--- src/rtl/pll_seq_pkg.sv ---
// ----------------------------------------------------------------------------
// pll_seq_pkg
// Shared definitions for the PLL phase sequencer:
//   - seq_state_e : sequencer state encoding
//   - SEL_*       : counter-select encodings used on cmd_sel / step_sel
//   - NUM_C       : number of post-scale counters (C0..C4) with an offset tally
// ----------------------------------------------------------------------------
package pll_seq_pkg;

   typedef enum logic [2:0] {
      StIdle,
      StIssue,
      StWaitAck,
      StGap,
      StSwitch,
      StWaitSw,
      StFinish
   } seq_state_e;

   localparam logic [2:0] SEL_ALL = 3'b000;
   localparam logic [2:0] SEL_M   = 3'b001;
   localparam logic [2:0] SEL_C0  = 3'b010;
   localparam logic [2:0] SEL_C1  = 3'b011;
   localparam logic [2:0] SEL_C2  = 3'b100;
   localparam logic [2:0] SEL_C3  = 3'b101;
   localparam logic [2:0] SEL_C4  = 3'b110;
   localparam logic [2:0] SEL_BAD = 3'b111;

   localparam int unsigned NUM_C = 5;

endpackage

--- src/rtl/phase_offset_tracker.sv ---
// ----------------------------------------------------------------------------
// phase_offset_tracker
// Holds one modulo-PHASE_MOD phase-offset tally per output counter C0..C4.
// Each update strobe moves the selected tally (or all five for SEL_ALL) one
// step up or down with compare-and-wrap arithmetic. SEL_M shifts every output
// together relative to the input, so it leaves the relative tallies alone.
//
// Ports:
//   clk         in   system clock
//   rstn        in   asynchronous active-low reset, clears all tallies
//   i_upd       in   one acked phase step to apply this cycle
//   i_sel       in   counter select of the step (SEL_* encoding)
//   i_up        in   step direction: 1 up, 0 down
//   i_rd_idx    in   readback index 0..4 = C0..C4
//   o_rd_offset out  tally of counter i_rd_idx, 0 for indices above 4
// ----------------------------------------------------------------------------
module phase_offset_tracker
   import pll_seq_pkg::*;
#(
   parameter int unsigned PHASE_MOD = 40,
   parameter int unsigned OFFSET_W  = 6
) (
   input  logic                clk,
   input  logic                rstn,
   input  logic                i_upd,
   input  logic [2:0]          i_sel,
   input  logic                i_up,
   input  logic [2:0]          i_rd_idx,
   output logic [OFFSET_W-1:0] o_rd_offset
);

   localparam logic [OFFSET_W-1:0] OFF_MAX = OFFSET_W'(PHASE_MOD - 1);

   logic [OFFSET_W-1:0] r_off [NUM_C];
   logic [NUM_C-1:0]    w_hit;

   always_comb begin
      w_hit = '0;
      unique case (i_sel)
         SEL_ALL:        w_hit = '1;
         SEL_C0:         w_hit[0] = 1'b1;
         SEL_C1:         w_hit[1] = 1'b1;
         SEL_C2:         w_hit[2] = 1'b1;
         SEL_C3:         w_hit[3] = 1'b1;
         SEL_C4:         w_hit[4] = 1'b1;
         SEL_M, SEL_BAD: w_hit = '0;
         default:        w_hit = '0;
      endcase
   end

   always_ff @(posedge clk or negedge rstn) begin
      if (!rstn) begin
         for (int i = 0; i < int'(NUM_C); i++) begin
            r_off[i] <= '0;
         end
      end else if (i_upd) begin
         for (int i = 0; i < int'(NUM_C); i++) begin
            if (w_hit[i]) begin
               if (i_up) begin
                  r_off[i] <= (r_off[i] == OFF_MAX) ? '0 : r_off[i] + 1'b1;
               end else begin
                  r_off[i] <= (r_off[i] == '0) ? OFF_MAX : r_off[i] - 1'b1;
               end
            end
         end
      end
   end

   always_comb begin
      o_rd_offset = '0;
      for (int i = 0; i < int'(NUM_C); i++) begin
         if (i_rd_idx == 3'(i)) begin
            o_rd_offset = r_off[i];
         end
      end
   end

endmodule

--- src/rtl/pll_phase_sequencer.sv ---
// ----------------------------------------------------------------------------
// pll_phase_sequencer
// Command sequencer in front of the PLL phase-step / clock-switch engine.
// Accepts one host command at a time, splits a multi-step command into single
// acknowledged step requests separated by GAP_CYCLES idle cycles, and keeps a
// per-counter phase-offset tally for host readback.
//
// Build option:
//   PHASE_TIMEOUT_EN  when defined, a watchdog aborts a command if step_ack or
//                     clksw_ack does not arrive within TIMEOUT_CYCLES of the
//                     request (err + done pulse). Undefined: waits forever.
//
// Ports:
//   clk, rstn              clock, asynchronous active-low reset
//   cmd_valid/cmd_ready    command handshake
//   cmd_sel, cmd_up        counter select and direction
//   cmd_nsteps             number of steps (0 completes immediately)
//   cmd_clkswitch          request an input-clock toggle instead of steps
//   step_req/step_ack      one-cycle step request / completion pulses
//   step_sel, step_up      latched select / direction, stable while busy
//   clksw_req/clksw_ack    one-cycle clock-switch request / completion pulses
//   busy, done, err        status (done/err are one-cycle pulses)
//   rd_idx, rd_offset      combinational offset readback, C0..C4
// ----------------------------------------------------------------------------
module pll_phase_sequencer
   import pll_seq_pkg::*;
#(
   parameter int unsigned NSTEP_W    = 8,
   parameter int unsigned PHASE_MOD  = 40,
   parameter int unsigned OFFSET_W   = 6,
   parameter int unsigned GAP_CYCLES = 16
`ifdef PHASE_TIMEOUT_EN
   ,
   parameter int unsigned TIMEOUT_CYCLES = 1024
`endif
) (
   input  logic                clk,
   input  logic                rstn,
   input  logic                cmd_valid,
   output logic                cmd_ready,
   input  logic [2:0]          cmd_sel,
   input  logic                cmd_up,
   input  logic [NSTEP_W-1:0]  cmd_nsteps,
   input  logic                cmd_clkswitch,
   output logic                step_req,
   output logic [2:0]          step_sel,
   output logic                step_up,
   input  logic                step_ack,
   output logic                clksw_req,
   input  logic                clksw_ack,
   output logic                busy,
   output logic                done,
   output logic                err,
   input  logic [2:0]          rd_idx,
   output logic [OFFSET_W-1:0] rd_offset
);

   localparam int unsigned GAP_W = (GAP_CYCLES > 1) ? $clog2(GAP_CYCLES) : 1;
   // Counter runs GAP_CYCLES-1 down to 0, giving GAP_CYCLES cycles in StGap.
   localparam logic [GAP_W-1:0] GAP_LOAD = GAP_W'(GAP_CYCLES - 1);

`ifdef PHASE_TIMEOUT_EN
   localparam int unsigned WD_W = $clog2(TIMEOUT_CYCLES);
   // The request cycle counts as cycle 0, so done lands TIMEOUT_CYCLES after it.
   localparam logic [WD_W-1:0] WD_LAST = WD_W'(TIMEOUT_CYCLES - 1);
   logic [WD_W-1:0] r_wd;
   logic            w_timeout;
   assign w_timeout = (r_wd == WD_LAST);
`endif

   seq_state_e         r_state;
   logic               r_step_req;
   logic               r_clksw_req;
   logic               r_busy;
   logic               r_done;
   logic               r_err;
   logic [2:0]         r_step_sel;
   logic               r_step_up;
   logic [NSTEP_W-1:0] r_remaining;
   logic [GAP_W-1:0]   r_gap;
   logic               w_step_upd;

   // Acks are only meaningful while waiting for one; stray acks are dropped.
   assign w_step_upd = (r_state == StWaitAck) && step_ack;

   always_ff @(posedge clk or negedge rstn) begin
      if (!rstn) begin
         r_state     <= StIdle;
         r_step_req  <= 1'b0;
         r_clksw_req <= 1'b0;
         r_busy      <= 1'b0;
         r_done      <= 1'b0;
         r_err       <= 1'b0;
         r_step_sel  <= SEL_ALL;
         r_step_up   <= 1'b1;
         r_remaining <= '0;
         r_gap       <= '0;
`ifdef PHASE_TIMEOUT_EN
         r_wd        <= '0;
`endif
      end else begin
         // Pulse outputs default low; they are raised on entry to their state.
         r_step_req  <= 1'b0;
         r_clksw_req <= 1'b0;
         r_done      <= 1'b0;
         r_err       <= 1'b0;
         unique case (r_state)
            StIdle: begin
               if (cmd_valid) begin
                  if (cmd_clkswitch) begin
                     r_busy      <= 1'b1;
                     r_clksw_req <= 1'b1;
                     r_state     <= StSwitch;
                  end else begin
                     r_step_sel  <= cmd_sel;
                     r_step_up   <= cmd_up;
                     r_remaining <= cmd_nsteps;
                     if ((cmd_sel == SEL_BAD) || (cmd_nsteps == '0)) begin
                        r_done  <= 1'b1;
                        r_err   <= (cmd_sel == SEL_BAD);
                        r_state <= StFinish;
                     end else begin
                        r_busy     <= 1'b1;
                        r_step_req <= 1'b1;
                        r_state    <= StIssue;
                     end
                  end
               end
            end
            StIssue: begin
`ifdef PHASE_TIMEOUT_EN
               r_wd <= WD_W'(1);
`endif
               r_state <= StWaitAck;
            end
            StWaitAck: begin
               if (step_ack) begin
                  r_remaining <= r_remaining - 1'b1;
                  if (r_remaining == NSTEP_W'(1)) begin
                     r_busy  <= 1'b0;
                     r_done  <= 1'b1;
                     r_state <= StFinish;
                  end else begin
                     r_gap   <= GAP_LOAD;
                     r_state <= StGap;
                  end
               end
`ifdef PHASE_TIMEOUT_EN
               else if (w_timeout) begin
                  // Abandon the unacked step and everything after it.
                  r_remaining <= '0;
                  r_busy      <= 1'b0;
                  r_done      <= 1'b1;
                  r_err       <= 1'b1;
                  r_state     <= StFinish;
               end else begin
                  r_wd <= r_wd + 1'b1;
               end
`endif
            end
            StGap: begin
               if (r_gap == '0) begin
                  r_step_req <= 1'b1;
                  r_state    <= StIssue;
               end else begin
                  r_gap <= r_gap - 1'b1;
               end
            end
            StSwitch: begin
`ifdef PHASE_TIMEOUT_EN
               r_wd <= WD_W'(1);
`endif
               r_state <= StWaitSw;
            end
            StWaitSw: begin
               if (clksw_ack) begin
                  r_busy  <= 1'b0;
                  r_done  <= 1'b1;
                  r_state <= StFinish;
               end
`ifdef PHASE_TIMEOUT_EN
               else if (w_timeout) begin
                  r_busy  <= 1'b0;
                  r_done  <= 1'b1;
                  r_err   <= 1'b1;
                  r_state <= StFinish;
               end else begin
                  r_wd <= r_wd + 1'b1;
               end
`endif
            end
            StFinish: begin
               r_state <= StIdle;
            end
            default: begin
               r_state <= StIdle;
            end
         endcase
      end
   end

   assign cmd_ready = (r_state == StIdle);
   assign step_req  = r_step_req;
   assign step_sel  = r_step_sel;
   assign step_up   = r_step_up;
   assign clksw_req = r_clksw_req;
   assign busy      = r_busy;
   assign done      = r_done;
   assign err       = r_err;

   phase_offset_tracker #(
      .PHASE_MOD (PHASE_MOD),
      .OFFSET_W  (OFFSET_W)
   ) u_tracker (
      .clk         (clk),
      .rstn        (rstn),
      .i_upd       (w_step_upd),
      .i_sel       (r_step_sel),
      .i_up        (r_step_up),
      .i_rd_idx    (rd_idx),
      .o_rd_offset (rd_offset)
   );

endmodule

--- config.mk ---
export PLATFORM = sky130hd
export DESIGN_NAME = pll_phase_sequencer
export DESIGN_NICKNAME = d
export VERILOG_FILES = /design/src/rtl/pll_seq_pkg.sv /design/src/rtl/phase_offset_tracker.sv /design/src/rtl/pll_phase_sequencer.sv
export SDC_FILE = /design/constraint.sdc
export NUM_CORES = 1
export LEC_CHECK = 0
export BUFFER_PORTS_ARGS = -buffer_cell sky130_fd_sc_hd__buf_2
export CORE_MARGIN = 10
export CORE_UTILIZATION = 50
export DETAILED_ROUTE_END_ITERATION = 10
export PLACE_DENSITY_LB_ADDON = 0.15
export SYNTH_ARGS = -nofsm -noshare
export SYNTH_HDL_FRONTEND = slang
export SYNTH_SLANG_ARGS = --single-unit
--- constraint.sdc ---
create_clock -name clk -period 2.18 [get_ports clk]
set_input_delay 0.436 -clock clk [delete_from_list [all_inputs] [get_ports clk]]
set_output_delay 0.436 -clock clk [all_outputs]
set_load 0.01 [all_outputs]
==> results of run 1 <==
state kept, by name, summed over array words and instances, names as in the netlist:
| signal | flops |
|---|---|
| done | 1 |
| r_gap | 4 |
| step_up | 1 |
| clksw_req | 1 |
| step_sel | 3 |
| r_remaining | 8 |
| busy | 1 |
| err | 1 |
| u_tracker.r_off | 30 |
| step_req | 1 |
| r_state | 3 |
logic make-up after synthesis:
| kind of cell | count (synthesis) | share of synthesized area [%] |
|---|---|---|
| compound gates | 172 | 29.1 |
| xor+xnor | 10 | 2.11 |
| fa+ha+maj | 18 | 5.44 |
| buf+inv | 71 | 6.65 |
| flops | 54 | 32.7 |
| mux | 13 | 3.26 |
| simple gates | 158 | 20.8 |
worst max-delay path: cells and delay by family (launching register included):
family	cells	cell delay (ps)
compound gates	2	200
buf+inv	1	150
flops	1	610
mux	1	190
simple gates	1	130
cell type report:
class	count	area (um2)	share of cell area, %
Timing Repair Buffer	52	325	7.18
Inverter	34	128	2.82
Clock buffer	8	80.1	1.77
Multi-Input combinational cell	371	2510	55.5
Sequential cell	54	1350	29.9
Tap cell	105	131	2.90
through the flow:
| step | total power (W) | instances | utilization, % |
|---|---|---|---|
| detailed placement | 0.00541 | 616 | 54.7 |
| floorplan | 0.00445 | 496 | - |
| CTS | 0.00598 | 624 | 55.7 |
| finish | 0.00598 | 624 | 55.7 |
| global route | 0.00656 | 624 | 55.7 |
| global placement | 0.00532 | 616 | 54.7 |
worst paths after layout:
check                               startpoint             endpoint  slack (ps)  cells past startpoint
setup / recovery           u_tracker.r_off[20]         rd_offset[2]         140                      5
hold reg to reg                       r_gap[2]             r_gap[2]         520                      1
setup reg to reg                    r_state[0]  u_tracker.r_off[22]         200                      4
min in group clk                        cmd_up              step_up         360                      2
max in group asynchronous                 rstn              step_up        1430                      2
hold / removal                            rstn   u_tracker.r_off[2]         130                      1
layout by cell type, fill, tap and decap left out, types with 7 or more instances in the layout:
master,n
dfrtp_1,53
and3_1,7
a22oi_1,17
a21oi_1,22
buf_4,14
ha_1,18
nor2b_1,10
mux2i_1,9
a31oi_1,10
nand3_1,13
o22ai_1,8
nor3_1,16
o21ai_0,30
buf_2,36
nor2_1,35
nand2_1,30
inv_1,34
nand4_1,8
o21ai_1,9
per-layer routing:
| metal | vias to the layer above | track usage [%] | wire, um |
|---|---|---|---|
| met4 | 0 | 4.37 | 116 |
| met5 | - | 0 | 0 |
| met2 | 103 | 27.9 | 5090 |
| li1 | 1886 | - | - |
| met1 | 1877 | 21.6 | 4940 |
| met3 | 10 | 3.52 | 516 |
power by group:
part,switching [W],internal [W]
logic,0.00183,0.00143
registers,0.000754,0.00142
clock network,0.000320,0.000229
total,0.00290,0.00308
==> results.cfg, run 1 <==
[place]
gp_congestion = 0.881
place_area_um2 = 4450
dp_hpwl_um = 7860
numPortBuffers = 36
pre_cts_ws_ps = 123

[synthesis]
syn_area_um2 = 4140
synthArstFlopShare_pct = 100
yosys.area.top_type = dfrtp_1
syn_inst = 496
synth-edff-count = 0
yosysWarningCount = 0
synth.top_cells.by_count = 53 x dfrtp_1, 35 x nor2_1, 34 x inv_1, 30 x nand2_1, 30 x o21ai_0
synth_cell_type_count = 71
synth.net_count = 535
ys.flop_type = dfrtp_1
syn_avg_cell_area_um2 = 8.35
synth.top_cell.area_share_pct = 32.0
yosysMostFrequentCell = dfrtp_1
synth_area_leaders = dfrtp_1 32%, ha_1 5.4%, o21ai_0 3.6%
ys_ff_latch = 54
yosysSeqAreaShare_pct = 32.7

[routing]
avgRoutedWirePerCell_um = 17.1
drt-pass1-iter-count = 5
wl_um = 10700
viasPerCell = 6.21
drt_iter0_drc = 239
vias = 3876
drc_errors = 0
antenna_left = 0

[timing]
finalWorstSetupSlack_ps = 145
final_hold_viol_count = 0
worstMarginPinSlew_ps = 621
fin_setup_tns_ps = 0
min_period_ps = 2040
max_freq_mhz = 491
setup_viol = 0
hold_slack_ps = 132
rsz0062_at_grt = false
slew_headroom_pct = 58.6
slew_violations = 0
finClkSkew_ps = 2.97
period_share_pct = 93.4

[global_route]
grt_pass1_wl_um = 18200
grt_max_degree = 34
antenna_found_initial = 0
track_usage_pct = 16.8
grt_pass1_vias = 3743
overflow = 0

[power]
leakage_nw = 1.93
power_density_nw_per_um2 = 1320
irDropWorstVdd_mv = 0.529

[clocking]
cts_root_buf = clkbuf_8
path_clk_slew_ps = 90
cts_setup_buffers = 0
clockBufferDepth = 2
h-tree-depth = 2
cts_tree = built
clk-insertion-delay-late_ps = 310
cts_hold_buf = 0
cts_buffers = 5
cts_resized = 0
cts_num_sinks = 54

[worst_setup_path]
cpPeakStageDelay_ps = 610
critical_path.max_fanout = 13
end_kind = primary output
worstPathArrival_ps = 1600
critPathSlowestCell = dfrtp_1
crit_chain = mux2i_1 -> nor2_1 -> a21oi_1 -> o22ai_1 -> buf_2
path_class = flip-flop to primary output
worstPathRequired_ps = 1740
startpoint_type = flip-flop

[floorplan]
die_area_um2 = 12300
start_util_pct = 50.9
die_y_um = 111
die_w_um = 111
ios = 37
core_region_area_um2 = 8130
num_rows = 33

[finish]
diodes = 0
drive_gt1_share_pct = 13.3
postLayoutCellArea_um2 = 4530
nFillCells = 744
syn_to_final_growth_pct = 9.40
fin_nets = 557

[status]
status = finished clean

[worst_hold_path]
min_path_type = primary input to async pin

[run]
maxCapViolCount = 0
No activity file was read; power rests on OpenSTA's default activity.
==> inputs of run 2 (changes only) <==
==> constraint.sdc (replaced) <==
create_clock -name clk -period 2.18 [get_ports clk]
set_input_delay 0.327 -clock clk [delete_from_list [all_inputs] [get_ports clk]]
set_output_delay 0.327 -clock clk [all_outputs]
set_load 0.01 [all_outputs]
==> results.cfg, run 2 (same netlist as run 1, synthesis figures left out) <==
[routing]
drt-pass1-iter-count = 5
antenna_left = 0
avgRoutedWirePerCell_um = 16.5
wl_um = 10300
vias = 3825
drc_errors = 0
viasPerCell = 6.13
drt_iter0_drc = 210

[timing]
worstMarginPinSlew_ps = 560
rsz0062_at_grt = false
setup_viol = 0
slew_headroom_pct = 62.3
final_hold_viol_count = 0
max_freq_mhz = 510
finClkSkew_ps = 8.07
min_period_ps = 1960
finalWorstSetupSlack_ps = 220
slew_violations = 0
fin_setup_tns_ps = 0
period_share_pct = 89.9

[global_route]
antenna_found_initial = 0
grt_max_degree = 37
grt_pass1_wl_um = 17300
grt_pass1_vias = 3608
track_usage_pct = 16.2
overflow = 0

[floorplan]
num_rows = 33
start_util_pct = 50.9
die_w_um = 111
die_y_um = 111
core_region_area_um2 = 8130
die_area_um2 = 12300
ios = 37

[place]
numPortBuffers = 36
gp_congestion = 0.896
place_area_um2 = 4440
pre_cts_ws_ps = 247
dp_hpwl_um = 7760

[finish]
postLayoutCellArea_um2 = 4560
drive_gt1_share_pct = 13.5
largest_register_ffs = 30
reg_top3 = u_tracker.r_off: 30 flops, r_remaining: 8 flops, r_gap: 4 flops
syn_to_final_growth_pct = 10.2
fin_nets = 557
mostFrequentLayoutCells = 53 x dfrtp_1, 36 x buf_2, 35 x nor2_1
top_register = u_tracker.r_off
nFillCells = 755
layout_commonest_cell = dfrtp_1
diodes = 0

[worst_hold_path]
min_path_type = primary input to flip-flop
min_path_cells = 2

[power]
leakage_nw = 1.94
power_density_nw_per_um2 = 1330
irDropWorstVdd_mv = 0.538

[worst_setup_path]
critical_path.max_fanout = 7
critPathSlowestCell = dfrtp_1
cpPeakStageDelay_ps = 470
worstPathRequired_ps = 1850
end_kind = primary output
startpoint_type = flip-flop
critPathBufInv = 3
path_class = flip-flop to primary output
critical_path.top_delay_family = flip-flops
ff2ff_path_depth = 5
crit_chain = buf_4 -> or3_4 -> inv_1 -> buf_2
crit_cells = 4
worstPathArrival_ps = 1630

[clocking]
clockBufferDepth = 2
cts_setup_buffers = 0
h-tree-depth = 2
cts_buffers = 5
cts_num_sinks = 54
cts_tree = built
cts_resized = 0
clk-insertion-delay-late_ps = 310
path_clk_slew_ps = 100
cts_root_buf = clkbuf_8

[run]
maxCapViolCount = 0

[status]
status = finished clean
-- run 2: changes by cell type in the layout (fill, tap and decap cells not counted), sizes merged --
cell and delta:
bufinv +1, clkbuf -2, clkinvlp +1, dlygate4sd3 +1
buf -1
-- run 2: area by class of cell --
class,instances,area [um2],share of cell area [%]
clock buffer,6,72.6,1.59
clock inverter,2,37.5,0.823
inverter,34,128,2.80
multi-input combinational,371,2510,55.1
sequential,54,1350,29.6
tap,105,131,2.88
timing repair buffer,52,328,7.18
-- run 2: layer usage --
metal	track usage [%]	up-vias	part of all wire [%]
met5	0	-	0
met4	3.86	0	1.1
met3	3.57	10	5.4
met2	26.9	115	47
met1	20.8	1813	47
li1	-	1887	-
-- run 2: metrics by stage --
stage                     power [W]  util (%)  hold WS, ps  cells
after CTS                   0.00607      56.1          237    624
after global placement      0.00530      54.6          332    615
after global routing        0.00664      56.1          238    624
after detailed placement    0.00537      54.6          327    615
final                       0.00607      56.1          236    624
after floorplan             0.00445         -         31.4    496
-- run 2: final timing paths --
check | startpoint | to | slack (ps)
worst max-delay path | r_state[1] | cmd_ready | 220
worst min-delay path | cmd_up | step_up | 240
worst max register to register | r_state[1] | busy | 220
worst min register to register | r_gap[2] | r_gap[2] | 510
max in group asynchronous | rstn | step_up | 1060
min in group asynchronous | rstn | u_tracker.r_off[4] | 510
-- run 2: timing repair --
item | in CTS | in global routing
setup endpoints to repair | 0 | 0
hold endpoints to repair | 18 | 0
hold buffers | 1 | 0
-- run 2: report_power, final --
group / internal, W / leakage, nW / switching [W] / total [W]
sequential: 0.00142 / 0.652 / 0.000743 / 0.00217
clock: 0.000343 / 0.0514 / 0.000337 / 0.000681
combinational: 0.00143 / 1.24 / 0.00180 / 0.00322
total: 0.00319 / 1.94 / 0.00288 / 0.00607
